<file path="config.mk">
export PLATFORM = sky130hd
export DESIGN_NAME = multicycle_controller
export DESIGN_NICKNAME = d
export VERILOG_FILES = /design/src/rtl/mc_pkg.sv /design/src/rtl/mc_alu_decode.sv /design/src/rtl/multicycle_controller.sv
export SDC_FILE = /design/constraint.sdc
export NUM_CORES = 1
export LEC_CHECK = 0
export ABC_AREA = 1
export CAP_MARGIN = 20
export CORE_MARGIN = 10
export CORE_UTILIZATION = 39
export CTS_CLUSTER_DIAMETER = 200
export DETAILED_ROUTE_END_ITERATION = 16
export PLACE_DENSITY = 0.84
export SETUP_SLACK_MARGIN = 0.1
export SKIP_CTS_REPAIR_TIMING = 1
export SYNTH_ARGS = -nofsm -noshare
export SYNTH_HDL_FRONTEND = slang
export SYNTH_SLANG_ARGS = --single-unit
</file>
<file path="constraint.sdc">
create_clock -name i_clk -period 1.8 [get_ports i_clk]
set_input_delay 0.54 -clock i_clk [delete_from_list [all_inputs] [get_ports i_clk]]
set_output_delay 0.54 -clock i_clk [all_outputs]
set_load 0.01 [all_outputs]
</file>
<file path="src/rtl/mc_pkg.sv">
// rtl/mc_pkg.sv - shared types and encodings for the multi-cycle RV32I controller
//
// Purpose: FSM state enum, ALU-op enum, opcode values and datapath mux /
// ALU-control / cause encodings used by multicycle_controller and
// mc_alu_decode.
// Ports: none (package).
package mc_pkg;

  typedef enum logic [3:0] {
    S_FETCH,
    S_DECODE,
    S_MEMADR,
    S_MEMREAD,
    S_MEMWB,
    S_MEMWRITE,
    S_EXECR,
    S_EXECI,
    S_ALUWB,
    S_BEQ,
    S_JAL,
    S_HALT
  } state_e;

  typedef enum logic [1:0] {
    ALU_ADD,
    ALU_SUB,
    ALU_FUNCT
  } aluop_e;

  localparam logic [6:0] OP_LW    = 7'b0000011;
  localparam logic [6:0] OP_SW    = 7'b0100011;
  localparam logic [6:0] OP_RTYPE = 7'b0110011;
  localparam logic [6:0] OP_ITYPE = 7'b0010011;
  localparam logic [6:0] OP_BEQ   = 7'b1100011;
  localparam logic [6:0] OP_JAL   = 7'b1101111;

  localparam logic [1:0] SRCA_PC    = 2'b00;
  localparam logic [1:0] SRCA_OLDPC = 2'b01;
  localparam logic [1:0] SRCA_RS1   = 2'b10;

  localparam logic [1:0] SRCB_RS2  = 2'b00;
  localparam logic [1:0] SRCB_IMM  = 2'b01;
  localparam logic [1:0] SRCB_FOUR = 2'b10;

  localparam logic [1:0] RES_ALUOUT    = 2'b00;
  localparam logic [1:0] RES_MEMDATA   = 2'b01;
  localparam logic [1:0] RES_ALURESULT = 2'b10;

  localparam logic [1:0] IMM_I = 2'b00;
  localparam logic [1:0] IMM_S = 2'b01;
  localparam logic [1:0] IMM_B = 2'b10;
  localparam logic [1:0] IMM_J = 2'b11;

  localparam logic [2:0] ALUC_ADD = 3'b000;
  localparam logic [2:0] ALUC_SUB = 3'b001;
  localparam logic [2:0] ALUC_AND = 3'b010;
  localparam logic [2:0] ALUC_OR  = 3'b011;
  localparam logic [2:0] ALUC_SLT = 3'b101;

  localparam logic [1:0] CAUSE_NONE    = 2'b00;
  localparam logic [1:0] CAUSE_ILLEGAL = 2'b01;
  localparam logic [1:0] CAUSE_TIMEOUT = 2'b10;

endpackage

</file>
<file path="src/rtl/mc_alu_decode.sv">
// rtl/mc_alu_decode.sv - ALU control and immediate-format decode
//
// Purpose: combinational translation of the FSM's ALU operation class plus
// instruction fields into the 3-bit ALU control, and of the opcode into the
// immediate format select.
// Ports:
//   i_aluop     in  ALU operation class from the FSM
//   i_op        in  7-bit opcode
//   i_funct3    in  funct3 field
//   i_funct7b5  in  instr[30]
//   o_alucrtl   out ALU control
//   o_immsrc    out immediate format select
module mc_alu_decode
  import mc_pkg::*;
(
  input  aluop_e      i_aluop,
  input  logic [6:0]  i_op,
  input  logic [2:0]  i_funct3,
  input  logic        i_funct7b5,
  output logic [2:0]  o_alucrtl,
  output logic [1:0]  o_immsrc
);

  always_comb begin
    o_alucrtl = ALUC_ADD;
    case (i_aluop)
      ALU_SUB: o_alucrtl = ALUC_SUB;
      ALU_FUNCT: begin
        case (i_funct3)
          // Only R-type (op[5]=1) can encode sub; addi ignores instr[30].
          3'b000:  o_alucrtl = (i_op[5] & i_funct7b5) ? ALUC_SUB : ALUC_ADD;
          3'b010:  o_alucrtl = ALUC_SLT;
          3'b110:  o_alucrtl = ALUC_OR;
          3'b111:  o_alucrtl = ALUC_AND;
          default: o_alucrtl = ALUC_ADD;
        endcase
      end
      default: o_alucrtl = ALUC_ADD;
    endcase
  end

  always_comb begin
    o_immsrc = IMM_I;
    case (i_op)
      OP_SW:   o_immsrc = IMM_S;
      OP_BEQ:  o_immsrc = IMM_B;
      OP_JAL:  o_immsrc = IMM_J;
      default: o_immsrc = IMM_I;
    endcase
  end

endmodule

</file>
<file path="src/rtl/multicycle_controller.sv">
// rtl/multicycle_controller.sv - control FSM for the multi-cycle RV32I core
//
// Purpose: sequences the shared ALU/memory datapath for lw, sw, R-type,
// I-type ALU, beq and jal; handshakes with one unified memory port; halts on
// illegal opcodes or memory timeouts until reset.
// Optional feature: define MC_INSTRET_CNT_EN to add the o_instret counter.
// Ports:
//   i_clk, i_rst           clock, synchronous active-high reset
//   i_op/i_funct3/i_funct7b5 instruction fields
//   i_zero                 ALU zero flag
//   i_mem_ready            memory completed the current access
//   o_mem_req/o_memwrite/o_adrsrc  memory port control
//   o_irwrite/o_pcwrite/o_regwrite datapath write enables
//   o_alusrca/o_alusrcb/o_resultsrc/o_immsrc/o_alucrtl datapath selects
//   o_halted/o_cause       halt status and reason
//   o_instret              retired-instruction count (MC_INSTRET_CNT_EN only)
module multicycle_controller
  import mc_pkg::*;
#(
  parameter int unsigned MEM_WAIT_MAX = 16,
  parameter int unsigned CNT_W        = 32
) (
  input  logic             i_clk,
  input  logic             i_rst,
  input  logic [6:0]       i_op,
  input  logic [2:0]       i_funct3,
  input  logic             i_funct7b5,
  input  logic             i_zero,
  input  logic             i_mem_ready,
  output logic             o_mem_req,
  output logic             o_memwrite,
  output logic             o_adrsrc,
  output logic             o_irwrite,
  output logic             o_pcwrite,
  output logic             o_regwrite,
  output logic [1:0]       o_alusrca,
  output logic [1:0]       o_alusrcb,
  output logic [1:0]       o_resultsrc,
  output logic [1:0]       o_immsrc,
  output logic [2:0]       o_alucrtl,
  output logic             o_halted,
  output logic [1:0]       o_cause
`ifdef MC_INSTRET_CNT_EN
  ,
  output logic [CNT_W-1:0] o_instret
`endif
);

  localparam int unsigned WAIT_W = (MEM_WAIT_MAX < 2) ? 1 : $clog2(MEM_WAIT_MAX + 1);

  state_e            state_q, state_d;
  logic [WAIT_W-1:0] wait_q, wait_d;
  logic [1:0]        cause_q, cause_d;
  logic [31:0]       wait_inc;

  logic   mem_req, memwrite, adrsrc, irwrite, pcwrite, regwrite;
  aluop_e aluop;

  always_comb begin
    state_d     = state_q;
    cause_d     = cause_q;
    wait_d      = '0;
    wait_inc    = 32'(wait_q) + 32'd1;
    mem_req     = 1'b0;
    memwrite    = 1'b0;
    adrsrc      = 1'b0;
    irwrite     = 1'b0;
    pcwrite     = 1'b0;
    regwrite    = 1'b0;
    o_alusrca   = SRCA_PC;
    o_alusrcb   = SRCB_RS2;
    o_resultsrc = RES_ALUOUT;
    aluop       = ALU_ADD;

    case (state_q)
      S_FETCH: begin
        mem_req     = 1'b1;
        o_alusrcb   = SRCB_FOUR;
        o_resultsrc = RES_ALURESULT;
        if (i_mem_ready) begin
          irwrite = 1'b1;
          pcwrite = 1'b1;
          state_d = S_DECODE;
        end
      end
      S_DECODE: begin
        // Branch target oldPC+imm is computed here and parked in ALUOut.
        o_alusrca = SRCA_OLDPC;
        o_alusrcb = SRCB_IMM;
        case (i_op)
          OP_LW, OP_SW: state_d = S_MEMADR;
          OP_RTYPE:     state_d = S_EXECR;
          OP_ITYPE:     state_d = S_EXECI;
          OP_BEQ:       state_d = S_BEQ;
          OP_JAL:       state_d = S_JAL;
          default: begin
            state_d = S_HALT;
            cause_d = CAUSE_ILLEGAL;
          end
        endcase
      end
      S_MEMADR: begin
        o_alusrca = SRCA_RS1;
        o_alusrcb = SRCB_IMM;
        state_d   = i_op[5] ? S_MEMWRITE : S_MEMREAD;
      end
      S_MEMREAD: begin
        mem_req = 1'b1;
        adrsrc  = 1'b1;
        if (i_mem_ready) state_d = S_MEMWB;
      end
      S_MEMWB: begin
        o_resultsrc = RES_MEMDATA;
        regwrite    = 1'b1;
        state_d     = S_FETCH;
      end
      S_MEMWRITE: begin
        mem_req  = 1'b1;
        memwrite = 1'b1;
        adrsrc   = 1'b1;
        if (i_mem_ready) state_d = S_FETCH;
      end
      S_EXECR: begin
        o_alusrca = SRCA_RS1;
        o_alusrcb = SRCB_RS2;
        aluop     = ALU_FUNCT;
        state_d   = S_ALUWB;
      end
      S_EXECI: begin
        o_alusrca = SRCA_RS1;
        o_alusrcb = SRCB_IMM;
        aluop     = ALU_FUNCT;
        state_d   = S_ALUWB;
      end
      S_ALUWB: begin
        o_resultsrc = RES_ALUOUT;
        regwrite    = 1'b1;
        state_d     = S_FETCH;
      end
      S_BEQ: begin
        o_alusrca   = SRCA_RS1;
        o_alusrcb   = SRCB_RS2;
        aluop       = ALU_SUB;
        o_resultsrc = RES_ALUOUT;
        pcwrite     = i_zero;
        state_d     = S_FETCH;
      end
      S_JAL: begin
        // PC takes the target from ALUOut while the ALU forms oldPC+4 for rd.
        o_alusrca   = SRCA_OLDPC;
        o_alusrcb   = SRCB_FOUR;
        o_resultsrc = RES_ALUOUT;
        pcwrite     = 1'b1;
        state_d     = S_ALUWB;
      end
      S_HALT: state_d = S_HALT;
      default: state_d = S_FETCH;
    endcase

    // The counter is zero whenever no access is stalled, so every memory
    // state is entered with a fresh count. Ready in the limit cycle wins.
    if (mem_req && !i_mem_ready) begin
      wait_d = wait_inc[WAIT_W-1:0];
      if (MEM_WAIT_MAX != 0 && wait_inc == 32'(MEM_WAIT_MAX)) begin
        state_d = S_HALT;
        cause_d = CAUSE_TIMEOUT;
        wait_d  = '0;
      end
    end
  end

  always_ff @(posedge i_clk) begin
    if (i_rst) begin
      state_q <= S_FETCH;
      wait_q  <= '0;
      cause_q <= CAUSE_NONE;
    end else begin
      state_q <= state_d;
      wait_q  <= wait_d;
      cause_q <= cause_d;
    end
  end

  // Reset drops the request and every write enable in the same cycle, even
  // when it arrives in the middle of an access.
  assign o_mem_req  = mem_req  & ~i_rst;
  assign o_memwrite = memwrite & ~i_rst;
  assign o_adrsrc   = adrsrc;
  assign o_irwrite  = irwrite  & ~i_rst;
  assign o_pcwrite  = pcwrite  & ~i_rst;
  assign o_regwrite = regwrite & ~i_rst;
  assign o_halted   = (state_q == S_HALT);
  assign o_cause    = cause_q;

  mc_alu_decode u_alu_decode (
    .i_aluop    (aluop),
    .i_op       (i_op),
    .i_funct3   (i_funct3),
    .i_funct7b5 (i_funct7b5),
    .o_alucrtl  (o_alucrtl),
    .o_immsrc   (o_immsrc)
  );

`ifdef MC_INSTRET_CNT_EN
  logic [CNT_W-1:0] instret_q, instret_d;

  always_comb begin
    instret_d = instret_q;
    if (state_d == S_FETCH &&
        (state_q inside {S_MEMWB, S_MEMWRITE, S_ALUWB, S_BEQ})) begin
      instret_d = instret_q + CNT_W'(1);
    end
  end

  always_ff @(posedge i_clk) begin
    if (i_rst) instret_q <= '0;
    else       instret_q <= instret_d;
  end

  assign o_instret = instret_q;
`else
  logic [CNT_W-1:0] unused_instret;
  assign unused_instret = '0;
`endif

endmodule

</file>
Yosys cells after proc, flatten, opt, wreduce, memory -nomap -nowiden --
Index checks and enable logic that the tools add are counted.
Storage, ports and cells: register bits 11, input bits 15, output and inout port bits 20, logic and storage cells 78
Operators by class: $add $sub $neg 1, equality and inequality tests 23, multiplexer cells 27, bitwise operators 8, reductions and logical operators 16
Operators by type and width (count):
- 4-bit one-hot mux with 7 select lines | 1
- 4-bit two-way mux | 5
- 4-bit one-hot mux with 5 select lines | 1
- 4-bit by 3-bit equality test with 1-bit output, second input constant | 4
- 4-bit equality test, second input constant | 4
- 2-bit one-hot mux with 2 select lines | 4
- 7-bit by 6-bit equality test with 1-bit output, second input constant | 2
- 7-bit equality test, second input constant | 2
- 3-bit one-hot mux with 4 select lines | 1
- 2-bit OR reduction | 6
- 3-bit OR reduction | 4
- 4-bit by 2-bit equality test with 1-bit output, second input constant | 2
- 2-bit two-way mux | 4
- 7-bit by 2-bit equality test with 1-bit output, second input constant | 1
- 7-bit by 5-bit equality test with 1-bit output, second input constant | 1
- 1-bit two-way mux | 7
- 5-bit by 1-bit adder with 6-bit output, second input constant | 1
- 1-bit AND | 6
- 3-bit equality test, second input constant | 2
- 6-bit by 5-bit equality test with 1-bit output, second input constant | 1
- 2-bit one-hot mux with 3 select lines | 1
- 3-bit one-hot mux with 2 select lines | 1
- 6-bit OR reduction | 1
- 4-bit by 1-bit equality test with 1-bit output, second input constant | 1
- other kinds (11) | 12

Longest topological paths before layout --
Gate-level depths: netlist (run 1).
depth in word-level cells 6, gate-level depth with buffers 9, depth with buffers taken out 9

By module --
From an unflattened synthesis (run 1), not the netlist that was laid out.
Second synthesis, totals: cell total of the unflattened synthesis 171, area, all modules 977.2 µm²
By module, submodules not included:
- multicycle_controller | times used 1, cells an instance 138, area an instance 820.8 µm²
- mc_alu_decode | times used 1, cells an instance 33, area an instance 156.4 µm²

Least setup slack after synthesis (run 1) --
OpenSTA, ideal clock, no wires.
path kind register to output, start point reg state_q[3], end point out o_alucrtl[1], arrival time 1.470 ns, slack -0.210 ns, cell stages (with the launch flop) 8, path buffers 0, cell sequence dfxtp_1 -> inv_1 -> nor2_2 -> inv_2 -> nor2_4 -> inv_1 -> ha_1 -> nor3_1
On the way: cells in the longest elaborated chain, start to end 5, elaborated cells between the ends (all ways) 8, those cells by class eq/ne (5); mux (2); reduce/logical (1)
Ends and longest elaborated chain:
- from (decl) | line multicycle_controller.sv:51 | state_e state_q, state_d;
- from (signal assigned) | line multicycle_controller.sv:178 | state_q <= state_d;
- 4-bit by 3-bit equality test with 1-bit output | line multicycle_controller.sv:75 | case (state_q)
- 2-bit OR reduction (no source line)
- 2-bit one-hot mux with 2 select lines * | line multicycle_controller.sv:75
- 2-bit equality test / 2-bit by 1-bit equality test with 1-bit output (equally long branches) | line mc_alu_decode.sv:26 | case (i_aluop)
- 3-bit one-hot mux with 2 select lines * | line mc_alu_decode.sv:26
- to (decl) | line multicycle_controller.sv:40 | output logic [2:0] o_alucrtl,
Mark *: on every way between the ends. The rest lies on a longest branch, timed or not.

Final worst setup path (run 1) --
start point reg state_q[3], end point out o_alucrtl[0]
The elaborated chain is that of the path after synthesis.

==> Flow_metrics.wiki, run 1 <==
{| class="wikitable"
! Metric !! Value
|-
| Outcome || complete, but fails checks
|-
| Failing checks || negative setup slack
|-
| GP Congestion || 0.923
|-
| Clock tree sinks || 11
|-
| Die extent in y || 67.9 µm
|-
| Top cells by area in the synthesized netlist || sky130_fd_sc_hd__dfxtp_1 (25%), sky130_fd_sc_hd__inv_1 (11%), sky130_fd_sc_hd__nand2_1 (11%)
|-
| Leading cell type in the layout, fill and taps excluded || sky130_fd_sc_hd__buf_4
|-
| Synthesized netlist net count || 165
|-
| Total number of H-tree levels || 1
|-
| Congestion Overflow GR || 0
|-
| Final WS setup || -326 ps
|-
| Syn Inst Count || 147
|-
| Area share of the leading cell type in the synthesized netlist || 0.246
|-
| Net switching power of the design || 899 µW
|-
| Flop and latch count out of synthesis || 11
|-
| Synth cell types || 23
|-
| TritonCTS clock tree || yes
|-
| Warning count from the yosys run || 0
|-
| Rel. slew slack || 0.806
|-
| Signal arrival time at the worst endpoint || 1590 ps
|-
| Number of ports placed on the die boundary || 35
|-
| Largest net degree at the start of global routing || 7
|-
| Cts bufs inserted || 3
|-
| Fraction of final layout cells with drive strength greater than 1 || 0.597
|-
| Required time of the critical path || 1260 ps
|-
| Switching share of total power || 0.449
|-
| Number of vias in the routed layout || 1254
|-
| Cell count after placement || 243
|-
| Starting DRT DRC Count || 52
|-
| Width of the chip || 67.9 µm
|-
| Power, Total || 2000 µW
|-
| Worst setup path category || flip-flop to output port
|-
| # nets final || 245
|-
| Average wire per standard cell || 14.5 µm
|-
| RSZ-0062 raised after global routing || true
|-
| I/O Buffers || 34
|-
| Highest-count cells in the layout ignoring fill and taps || sky130_fd_sc_hd__buf_4 (35), sky130_fd_sc_hd__inv_2 (19), sky130_fd_sc_hd__nand2_1 (16), sky130_fd_sc_hd__nor2_1 (16)
|-
| Number of hold-slack violations in the final timing report || 0
|-
| P_int || 1100 µW
|-
| CP Capture Type || output port
|-
| Final setup viols || 15
|-
| Static leakage power || 0.000994 µW
|-
| 1st-pass router iterations || 4
|-
| Mean number of vias per cell || 4.94
|-
| Peak supply drop || 0.000908 V
|-
| DP Area || 0.00158 mm²
|-
| Post-Synthesis Cell Area || 895 µm²
|-
| Fin area || 0.00177 mm²
|-
| Setup total negative slack || -2110 ps
|-
| Layout Skew || 4.29 ps
|-
| Area Overhead vs Synth || 97.6%
|-
| Source-to-sink clock delay at the later pin of the worst-skew pair || 280 ps
|-
| Count of non-filler cells in the finished layout || 254
|-
| Highest achievable clock rate || 470 MHz
|-
| Nature of the critical path startpoint || flip-flop
|-
| Clock-pin slew reported for the worst setup and hold paths after clock tree synthesis || 70 ps
|-
| CORE AREA || 0.00219 mm²
|-
| Placed wire-length estimate after detailed placement || 2.71 mm
|-
| Proportion of power drawn by flip-flops and latches || 0.179
|-
| Max Cap Viol || 0
|-
| Slew at the pin closest to its max-slew limit || 290 ps
|-
| Routed wire length || 3.69 mm
|-
| Combinational cell fraction of total power || 0.734
|-
| Clock network power share || 0.086
|-
| Number of antenna violations at the first check in global routing || 0
|-
| Register area share after synthesis || 0.246
|-
| CTS max path bufs || 2
|-
| Vias in the first global route || 1207
|-
| Row cnt || 17
|-
| Synth Area per Inst || 6.09 µm²
|-
| Largest fanout on the critical path || 3
|-
| Global-route wire length before repair || 5.06 mm
|-
| Period Utilization, post-route || 1.18
|-
| Hold/Removal Path Class || flip-flop to flip-flop
|-
| GRT Overall Usage || 0.139
|-
| Effective utilization at floorplan || 0.408
|-
| Die Outline Area || 0.00461 mm²
|-
| Number of diodes || 0
|-
| Final-report max-slew violation count || 0
|-
| Place WS || -833 ps
|-
| DRC viols || 0
|-
| Crit path time final || 2130 ps
|-
| Clk root buf || sky130_fd_sc_hd__clkbuf_4
|-
| Count of nets left with antenna violations after detail routing || 0
|-
| Largest area contributor in the synthesized netlist || sky130_fd_sc_hd__dfxtp_1
|-
| Power density over the cells || 1130 mW/mm²
|}
[registers in the layout, summed over array words and instances (netlist names)]
| signal | count |
|---|---|
| wait_q | 5 |
| state_q | 4 |
| o_cause | 2 |
[through the flow]
| stage | hold WS (ps) | util |
|---|---|---|
| floorplan | 430 | - |
| global placement | 446 | 0.721 |
| detailed placement | 471 | 0.721 |
| CTS | 485 | 0.733 |
| global route | 507 | 0.807 |
| finish | 475 | 0.807 |
[routing by layer]
metal,part of all wire,routed length (µm),GRT usage,up-vias
li1,-,-,-,618
met1,0.38,1420,0.131,584
met2,0.52,1930,0.282,41
met3,0.064,236,0.0261,11
met4,0.029,108,0.0603,0
met5,0,0,0,-
[cells in the mapped netlist]
cell type / count
sky130_fd_sc_hd__nand3_1: 15
sky130_fd_sc_hd__inv_2: 4
sky130_fd_sc_hd__inv_1: 27
sky130_fd_sc_hd__nand2_2: 5
sky130_fd_sc_hd__xor2_1: 1
sky130_fd_sc_hd__a31oi_1: 1
sky130_fd_sc_hd__nor2_1: 25
sky130_fd_sc_hd__nor3_1: 3
sky130_fd_sc_hd__o211ai_1: 2
sky130_fd_sc_hd__dfxtp_1: 11
sky130_fd_sc_hd__nand2_1: 27
sky130_fd_sc_hd__nand3_2: 1
sky130_fd_sc_hd__o32ai_1: 1
sky130_fd_sc_hd__nand3_4: 1
sky130_fd_sc_hd__a21oi_1: 8
sky130_fd_sc_hd__buf_1: 1
sky130_fd_sc_hd__nor3_2: 1
sky130_fd_sc_hd__nand4_1: 2
sky130_fd_sc_hd__a21oi_2: 1
sky130_fd_sc_hd__o21ai_0: 1
sky130_fd_sc_hd__ha_1: 3
sky130_fd_sc_hd__nor2_4: 4
sky130_fd_sc_hd__nor2_2: 2
[power by group through the flow]
stage | clock [µW] | combinational, µW | sequential, µW
6_report | 172 | 1470 | 359
5_1_grt | 186 | 1580 | 365
4_1_cts | 176 | 1260 | 340
3_5_place_dp | 0 | 1250 | 346
3_3_place_gp | 0 | 1200 | 341
2_1_floorplan | 0 | 549 | 352
[final cells by class]
class | instances | area (µm²)
repair buffers | 76 | 629
multi-input cells | 104 | 726
inverters | 31 | 119
clock buffers | 4 | 26.3
flip-flops and latches | 11 | 233
fillers | 141 | 423
well taps | 28 | 35.0
[cell families (layout without fill, tap and decap cells)]
logic type | after synthesis | in the layout | synth area share
compound gates | 14 | 14 | 0.0937
xor+xnor | 1 | 1 | 0.00979
fa+ha+maj | 3 | 3 | 0.0420
buf+inv | 32 | 111 | 0.134
flops | 11 | 11 | 0.246
simple gates | 86 | 86 | 0.474
[final timing paths]
path / start / end / slack, ps / cells after the start
worst min-delay path: o_cause[1] / o_cause[1] / 470 / 2
worst max-delay path: state_q[3] / o_alucrtl[0] / -330 / 9
worst min register to register: o_cause[1] / o_cause[1] / 470 / 2
worst max register to register: state_q[3] / state_q[0] / 210 / 12
[worst max-delay path, stage by stage (launching register included)]
cell and delay [ps]:
sky130_fd_sc_hd__dfxtp_4 380, sky130_fd_sc_hd__inv_4 40, sky130_fd_sc_hd__nor2_4 100, sky130_fd_sc_hd__inv_2 50, sky130_fd_sc_hd__nor2_4 140, sky130_fd_sc_hd__buf_4 120, sky130_fd_sc_hd__ha_1 160, sky130_fd_sc_hd__a21oi_2 50
sky130_fd_sc_hd__a21oi_2 130, sky130_fd_sc_hd__buf_2 140
No activity file was read; power rests on OpenSTA's default activity.
==> inputs of run 2 (changes only) <==
CTS_CLUSTER_SIZE = 24   (was default)
==> results of run 2 <==
Final layout, timing and power as in run 1 (identical DEF).
==> inputs of run 3 (changes only) <==
CTS_CLUSTER_SIZE = 30   (was 24)
==> results of run 3 <==
Final layout, timing and power as in run 1 (identical DEF).
